[src/rtl/inst_buffer_if.sv]
// Fetch/decode signal bundle of the instruction buffer.
// master = pipeline side (fetch, stall control, decode), slave = inst_buffer.
`ifndef StallBus
`define StallBus 6
`endif
`ifndef Stop
`define Stop 1'b1
`endif
`ifndef IF_TO_ID_WD
`define IF_TO_ID_WD 33
`endif

interface inst_buffer_if;
    logic [`StallBus-1:0]    stall;
    logic                    flush;
    logic [31:0]             new_pc;
    logic [`IF_TO_ID_WD-1:0] if_to_id_bus;
    logic [63:0]             inst_sram_rdata;
    logic [1:0]              issue_cnt;
    logic                    inst0_valid;
    logic [31:0]             inst0_pc;
    logic [31:0]             inst0;
    logic                    inst1_valid;
    logic [31:0]             inst1_pc;
    logic [31:0]             inst1;
    logic                    stallreq_for_buf;
    logic                    empty;

    modport master (
        output stall, flush, new_pc, if_to_id_bus, inst_sram_rdata, issue_cnt,
        input  inst0_valid, inst0_pc, inst0, inst1_valid, inst1_pc, inst1,
               stallreq_for_buf, empty
    );

    modport slave (
        input  stall, flush, new_pc, if_to_id_bus, inst_sram_rdata, issue_cnt,
        output inst0_valid, inst0_pc, inst0, inst1_valid, inst1_pc, inst1,
               stallreq_for_buf, empty
    );
endinterface

[src/rtl/inst_buffer.sv]
// Circular instruction queue between fetch and dual-issue decode.
// Optional feature: define INST_BUF_BYPASS_EN to forward arrivals into an empty queue straight to decode.
`ifndef StallBus
`define StallBus 6
`endif
`ifndef Stop
`define Stop 1'b1
`endif
`ifndef IF_TO_ID_WD
`define IF_TO_ID_WD 33
`endif

module inst_buffer #(
    parameter int DEPTH  = 16,
    parameter int ADDR_W = 4
) (
    input  logic         clk,
    input  logic         rst,
    inst_buffer_if.slave bus
);
    // Leaves room for the two pairs that may still be in flight once fetch sees the request.
    localparam logic [ADDR_W:0] STALL_THR = (ADDR_W + 1)'(DEPTH - 6);

    logic              r_d_ce;
    logic [31:0]       r_d_pc;
    logic              r_drop_first;
    logic [ADDR_W-1:0] r_wr_ptr;
    logic [ADDR_W-1:0] r_rd_ptr;
    logic [ADDR_W:0]   r_count;
    logic [31:0]       r_mem_inst [DEPTH];
    logic [31:0]       r_mem_pc   [DEPTH];

    logic              w_stop;
    logic              w_arrive;
    logic              w_bypass;
    logic [31:0]       w_arr_inst [2];
    logic [31:0]       w_arr_pc   [2];
    logic [1:0]        w_nav;
    logic [1:0]        w_ncons;
    logic [1:0]        w_nwr;
    logic [1:0]        w_nrd;
    logic [ADDR_W-1:0] w_rd_ptr1;
    logic [ADDR_W-1:0] w_wr_ptr1;
    logic              w_unused;

    assign w_stop    = (bus.stall[1] == `Stop);
    assign w_arrive  = r_d_ce & ~bus.flush & ~rst;
    assign w_rd_ptr1 = r_rd_ptr + ADDR_W'(1);
    assign w_wr_ptr1 = r_wr_ptr + ADDR_W'(1);
    assign w_unused  = ^{bus.stall[`StallBus-1:2], bus.stall[0], bus.new_pc[31:3], bus.new_pc[1:0]};

    // NOTE: every always_comb output gets a default first, so no path can infer a latch.
    always_comb begin
        w_arr_inst[0] = bus.inst_sram_rdata[31:0];
        w_arr_pc[0]   = r_d_pc;
        w_arr_inst[1] = bus.inst_sram_rdata[63:32];
        w_arr_pc[1]   = r_d_pc + 32'd4;
        w_nav         = 2'd0;
        // A misaligned branch target skips the low word of the first pair.
        if (r_drop_first) begin
            w_arr_inst[0] = bus.inst_sram_rdata[63:32];
            w_arr_pc[0]   = r_d_pc + 32'd4;
        end
        if (w_arrive) begin
            w_nav = r_drop_first ? 2'd1 : 2'd2;
        end
    end

`ifdef INST_BUF_BYPASS_EN
    assign w_bypass = (r_count == '0) & w_arrive & ~w_stop;
`else
    assign w_bypass = 1'b0;
`endif

    always_comb begin
        w_nrd   = 2'd0;
        w_ncons = 2'd0;
        if (!w_stop) begin
            if (r_count >= (ADDR_W + 1)'(bus.issue_cnt)) begin
                w_nrd = bus.issue_cnt;
            end else begin
                w_nrd = r_count[1:0];
            end
            if (w_bypass) begin
                w_ncons = (bus.issue_cnt >= w_nav) ? w_nav : bus.issue_cnt;
            end
        end
        // Words decode takes straight from the bypass never occupy an entry.
        w_nwr = w_nav - w_ncons;
    end

    always_comb begin
        bus.inst0_valid = (r_count >= (ADDR_W + 1)'(1));
        bus.inst0_pc    = r_mem_pc[r_rd_ptr];
        bus.inst0       = r_mem_inst[r_rd_ptr];
        bus.inst1_valid = (r_count >= (ADDR_W + 1)'(2));
        bus.inst1_pc    = r_mem_pc[w_rd_ptr1];
        bus.inst1       = r_mem_inst[w_rd_ptr1];
        if (w_bypass) begin
            bus.inst0_valid = (w_nav >= 2'd1);
            bus.inst0_pc    = w_arr_pc[0];
            bus.inst0       = w_arr_inst[0];
            bus.inst1_valid = (w_nav >= 2'd2);
            bus.inst1_pc    = w_arr_pc[1];
            bus.inst1       = w_arr_inst[1];
        end
    end

    assign bus.empty            = (r_count == '0);
    assign bus.stallreq_for_buf = (r_count > STALL_THR);

    // NOTE: sequential state uses non-blocking assignments so every register samples pre-edge values.
    always_ff @(posedge clk) begin
        if (rst) begin
            r_d_ce       <= 1'b0;
            r_d_pc       <= '0;
            r_drop_first <= 1'b0;
            r_wr_ptr     <= '0;
            r_rd_ptr     <= '0;
            r_count      <= '0;
        end else if (bus.flush) begin
            r_d_ce       <= 1'b0;
            r_d_pc       <= '0;
            r_drop_first <= bus.new_pc[2];
            r_wr_ptr     <= '0;
            r_rd_ptr     <= '0;
            r_count      <= '0;
        end else begin
            r_d_ce   <= bus.if_to_id_bus[`IF_TO_ID_WD-1];
            r_d_pc   <= bus.if_to_id_bus[31:0];
            r_rd_ptr <= r_rd_ptr + ADDR_W'(w_nrd);
            r_wr_ptr <= r_wr_ptr + ADDR_W'(w_nwr);
            r_count  <= r_count + (ADDR_W + 1)'(w_nwr) - (ADDR_W + 1)'(w_nrd);
            if (w_arrive) begin
                r_drop_first <= 1'b0;
            end
        end
    end

    // NOTE: storage has no reset; count gates validity, so stale entries are never observed.
    always_ff @(posedge clk) begin
        if (w_nwr != 2'd0) begin
            r_mem_inst[r_wr_ptr] <= w_arr_inst[w_ncons[0]];
            r_mem_pc[r_wr_ptr]   <= w_arr_pc[w_ncons[0]];
        end
        if (w_nwr == 2'd2) begin
            r_mem_inst[w_wr_ptr1] <= w_arr_inst[1];
            r_mem_pc[w_wr_ptr1]   <= w_arr_pc[1];
        end
    end
endmodule

[src/flat_wrapper.sv]
// flat-port wrapper written by rule: the top's interface ports become plain ports
module inst_buffer_flat 
#(
    parameter int DEPTH  = 16,
    parameter int ADDR_W = 4
)
  (clk, rst, bus_stall, bus_flush, bus_new_pc, bus_if_to_id_bus, bus_inst_sram_rdata, bus_issue_cnt, bus_inst0_valid, bus_inst0_pc, bus_inst0, bus_inst1_valid, bus_inst1_pc, bus_inst1, bus_stallreq_for_buf, bus_empty);
  inst_buffer_if bus_i ();
  input  logic clk;
  input  logic rst;
  input wire logic [$bits(bus_i.stall)-1:0] bus_stall;
  input wire logic [$bits(bus_i.flush)-1:0] bus_flush;
  input wire logic [$bits(bus_i.new_pc)-1:0] bus_new_pc;
  input wire logic [$bits(bus_i.if_to_id_bus)-1:0] bus_if_to_id_bus;
  input wire logic [$bits(bus_i.inst_sram_rdata)-1:0] bus_inst_sram_rdata;
  input wire logic [$bits(bus_i.issue_cnt)-1:0] bus_issue_cnt;
  output wire logic [$bits(bus_i.inst0_valid)-1:0] bus_inst0_valid;
  output wire logic [$bits(bus_i.inst0_pc)-1:0] bus_inst0_pc;
  output wire logic [$bits(bus_i.inst0)-1:0] bus_inst0;
  output wire logic [$bits(bus_i.inst1_valid)-1:0] bus_inst1_valid;
  output wire logic [$bits(bus_i.inst1_pc)-1:0] bus_inst1_pc;
  output wire logic [$bits(bus_i.inst1)-1:0] bus_inst1;
  output wire logic [$bits(bus_i.stallreq_for_buf)-1:0] bus_stallreq_for_buf;
  output wire logic [$bits(bus_i.empty)-1:0] bus_empty;
  assign bus_i.stall = bus_stall;
  assign bus_i.flush = bus_flush;
  assign bus_i.new_pc = bus_new_pc;
  assign bus_i.if_to_id_bus = bus_if_to_id_bus;
  assign bus_i.inst_sram_rdata = bus_inst_sram_rdata;
  assign bus_i.issue_cnt = bus_issue_cnt;
  assign bus_inst0_valid = bus_i.inst0_valid;
  assign bus_inst0_pc = bus_i.inst0_pc;
  assign bus_inst0 = bus_i.inst0;
  assign bus_inst1_valid = bus_i.inst1_valid;
  assign bus_inst1_pc = bus_i.inst1_pc;
  assign bus_inst1 = bus_i.inst1;
  assign bus_stallreq_for_buf = bus_i.stallreq_for_buf;
  assign bus_empty = bus_i.empty;
  inst_buffer #(.DEPTH(DEPTH), .ADDR_W(ADDR_W)) u_core (.clk(clk), .rst(rst), .bus(bus_i));
endmodule
[config.mk]
export PLATFORM = sky130hd
export DESIGN_NAME = inst_buffer_flat
export DESIGN_NICKNAME = d
export VERILOG_FILES = /design/src/rtl/inst_buffer_if.sv /design/src/rtl/inst_buffer.sv /design/src/flat_wrapper.sv
export SDC_FILE = /design/constraint.sdc
export NUM_CORES = 2
export LEC_CHECK = 0
export BUFFER_PORTS_ARGS = -buffer_cell sky130_fd_sc_hd__buf_2
export CORE_MARGIN = 1.5
export CORE_UTILIZATION = 40
export CTS_CLUSTER_SIZE = 25
export DETAILED_ROUTE_END_ITERATION = 12
export PLACE_DENSITY = 0.63
export SLEW_MARGIN = 20
export SYNTH_ARGS = -nofsm -noshare
export SYNTH_HDL_FRONTEND = slang
export SYNTH_SLANG_ARGS = --single-unit
[constraint.sdc]
create_clock -name clk -period 8.7 [get_ports clk]
set_clock_uncertainty 0.05 [all_clocks]
set_input_delay 1.74 -clock clk [delete_from_list [all_inputs] [get_ports clk]]
set_output_delay 1.74 -clock clk [all_outputs]
set_load 0.1 [all_outputs]
==> impl_metrics.toml <==
[logic_synthesis]
postSynthNetCount = 4676
synth.yosys.seq_area_share_pct = 52.48
ys_types = 46
yosys_warnings = 0
syn_area_per_cell_um2 = 13.37
synth-seq-cells = 1071
syn_inst = 4517
synth_area_mm2 = 0.06039

[route]
routed_wl_mm = 193.3
vias = 40900
via_per_inst = 6.178
avgRoutedWirePerCell_um = 29.20
final_antenna_net_count = 0
drt-initial-drc-count = 5556
firstDrtPassIters = 6
drc = 0

[power_and_ir_drop]
netSwitchingFraction_pct = 31.07
seqPwrFrac_pct = 41.2
powerDensity_mw_per_mm2 = 206.6
power.internal_uw = 9609
ir_drop_mv = 0.3356
p_leak_uw = 0.02252
pwr-share-clk_pct = 35.5
p_comb_share_pct = 23.3
power_switching_uw = 4331

[die]
rows = 142
fp.dieArea_mm2 = 0.1533
pin_count = 272
die_h_um = 391.6
die_x_um = 391.6
core_area_mm2 = 0.1498
initial_core_util_pct = 40.32

[timing]
tns_ns = 0
worst_slew_pin_slew_ns = 1.225
max_freq_mhz = 149.3
slew_headroom_pct = 18.35
finalSetupViolations = 0
finalMaxSlewViolations = 0
period_minus_slack_ns = 6.696
post-route-period-util_pct = 76.97
hold_violations = 0
rsz0062_at_grt = "false"

[outcome]
outcome = "finished, final reports clean"

[global_route]
grt_pass1_vias = 40070
antenna_found_initial = 10
grt_start_max_net_pins = 142
grt_overflow_total = 0
grt_first_pass_wirelength_mm = 277.8
track_usage_pct = 25.05

[clock_network]
cts-hold-fix-buffers = 0
clk_latency_ns = 0.75
clkSlewWorstSetupHoldPaths_ns = 0.06
cts_buffers = 118
cts_tree = "built"
htreeDepth = 3
cts_buffer_depth = 3
root_buffer = "clkbuf_16"
clock_sinks = 1071
ctsResizeCount = 0
post_cts_buffers = 0

[worst_setup_path]
startpoint = "u_core.r_rd_ptr[1]"
crit_cells = 5
cp-end-kind = "output pin"
slowest_delay_ns = 0.91
critPathTopFamily = "buffers and inverters"
r2r-end = "u_core.r_mem_pc[2][19]"
cp-start-kind = "register"
critical_path.max_fanout = 48
crit_arrival_ns = 4.91
worstPathRequired_ns = 6.91
r2r_cells = 6
crit_chain = "buf_4 -> buf_4 -> mux4_2 -> mux4_2 -> buf_2"
r2r_start = "u_core.r_wr_ptr[0]"
crit_type = "reg -> out"
crit_path_end = "bus_inst0[17]"
cp_slowest_cell = "dfxtp_4"
crit_buf_inv = 3
rrSetupSlack_ns = 3.84

[placement]
gp_congestion = 0.8124
io_buffers = 235
postPlaceCellArea_mm2 = 0.06354
place_hpwl_mm = 110.0

[layout]
area_delta_synth_final_pct = 11.72
stdcell_area_mm2 = 0.06747
drive_gt1_share_pct = 27.69
fillCellCount = 13210
final_nets = 4654

[flow_run]
cap_violations = 0

[hold_path]
hp-class = "reg -> reg"
-- power by group through the flow --
| stage | Combinational (uW) | Sequential (uW) | Clock (uW) |
|---|---|---|---|
| 3_3_place_gp | 3230 | 5850 | 0 |
| 6_report | 3250 | 5740 | 4950 |
| 2_1_floorplan | 2620 | 5800 | 0 |
| 4_1_cts | 3270 | 5740 | 5000 |
| 5_1_grt | 3410 | 5740 | 5190 |
| 3_5_place_dp | 3260 | 5850 | 0 |
-- synthesized netlist by cell type, drive strengths merged --
cell type | n | area share, %
fa | 4 | 0.13
and4 | 3 | 0.044
inv | 20 | 0.12
and2 | 38 | 0.39
o22a | 1 | 0.015
nor2 | 858 | 5.3
or3b | 1 | 0.015
edfxtp | 1024 | 51
a21o | 6 | 0.075
xor2 | 208 | 3.0
nor3 | 40 | 0.37
dfxtp | 47 | 1.6
nor2b | 3 | 0.031
nand2 | 162 | 1.0
clkinv | 2 | 0.012
a21oi | 650 | 5.4
ha | 15 | 0.31
nor4 | 1 | 0.035
or2 | 3 | 0.031
buf | 165 | 1.2
o211ai | 32 | 0.40
mux2i | 70 | 1.2
mux4 | 640 | 24
a31oi | 4 | 0.041
clkbuf | 338 | 2.1
and3 | 6 | 0.062
or4 | 1 | 0.012
nand3 | 15 | 0.12
xnor2 | 117 | 1.7
nand2b | 2 | 0.021
nand4 | 12 | 0.17
or3 | 5 | 0.052
o31ai | 2 | 0.025
o21ai | 22 | 0.18
-- placed cells by master (no fill, tap or decap), drive strengths merged --
| master | instances |
|---|---|
| a21o | 6 |
| a21oi | 650 |
| a31oi | 4 |
| and2 | 38 |
| and3 | 6 |
| and4 | 3 |
| buf | 361 |
| bufinv | 8 |
| clkbuf | 147 |
| clkinv | 61 |
| clkinvlp | 4 |
| dfxtp | 47 |
| diode | 7 |
| edfxtp | 1024 |
| fa | 4 |
| ha | 15 |
| inv | 24 |
| mux2i | 70 |
| mux4 | 640 |
| nand2 | 162 |
| nand2b | 2 |
| nand3 | 15 |
| nand4 | 12 |
| nor2 | 858 |
| nor2b | 3 |
| nor3 | 40 |
| nor4 | 1 |
| o211ai | 32 |
| o21ai | 22 |
| o22a | 1 |
| o31ai | 2 |
| or2 | 3 |
| or3 | 5 |
| or3b | 1 |
| or4 | 1 |
| xnor2 | 117 |
| xor2 | 208 |
-- tightest hold or removal path: stages, from the launching register on --
cell     delay, ns
dfxtp_1       0.41
o21ai_0       0.14
a21oi_1       0.07
-- state kept, by name (all words and copies together) (netlist names) --
signal               cells
u_core.r_d_ce            1
u_core.r_wr_ptr          4
u_core.r_rd_ptr          4
u_core.r_mem_inst      512
u_core.r_mem_pc        512
u_core.r_drop_first      1
u_core.r_count           5
u_core.r_d_pc           32
-- worst min path at each step --
stage,startpoint,to,slack (ns),cells after the start
floorplan,u_core.r_wr_ptr[0],u_core.r_wr_ptr[0],0.51,2
global placement,u_core.r_wr_ptr[3],u_core.r_wr_ptr[3],0.58,2
detailed placement,u_core.r_wr_ptr[3],u_core.r_wr_ptr[3],0.59,2
CTS,u_core.r_wr_ptr[3],u_core.r_wr_ptr[3],0.60,2
global route,u_core.r_wr_ptr[3],u_core.r_wr_ptr[3],0.64,2
finish,u_core.r_wr_ptr[3],u_core.r_wr_ptr[3],0.63,2
-- layout make-up --
| cell class | count | area (um2) | area share [%] |
|---|---|---|---|
| flip-flops and latches | 1071 | 31710 | 47.00 |
| multi-input cells | 2921 | 27130 | 40.21 |
| clock buffers | 147 | 3147 | 4.664 |
| well taps | 2016 | 2522 | 3.739 |
| repair buffers | 361 | 2270 | 3.364 |
| clock inverters | 75 | 589.3 | 0.8735 |
| inverters | 22 | 82.58 | 0.1224 |
| diodes | 7 | 17.52 | 0.02596 |
-- through the flow --
step | utilization (%) | instances | setup slack, ns | total power, uW | hold slack [ns]
detailed placement | 42.42 | 6388 | 2.383 | 9109 | 0.5904
global placement | 42.39 | 6388 | 2.393 | 9077 | 0.5804
global route | 45.03 | 6614 | 1.699 | 14340 | 0.6419
floorplan | - | 4517 | 0.9778 | 8419 | 0.5103
CTS | 44.92 | 6610 | 1.835 | 14010 | 0.5997
finish | 45.04 | 6620 | 2.004 | 13940 | 0.6256
-- cell families after synthesis --
family	share of synthesized area, %
mux	25.03
simple gates	7.732
buf+inv	3.454
compound gates	6.122
flops	52.48
fa+ha+maj	0.4434
xor+xnor	4.738
-- per-layer routing --
metal / GRT usage, % / part of all wire [%] / up-vias
met5: 0 / 0.026 / -
met4: 9.339 / 3.9 / 10
met3: 4.710 / 11 / 423
met2: 40.16 / 48 / 2578
met1: 33.94 / 38 / 20780
li1: - / - / 17100
No activity file was read; power rests on OpenSTA's default activity.
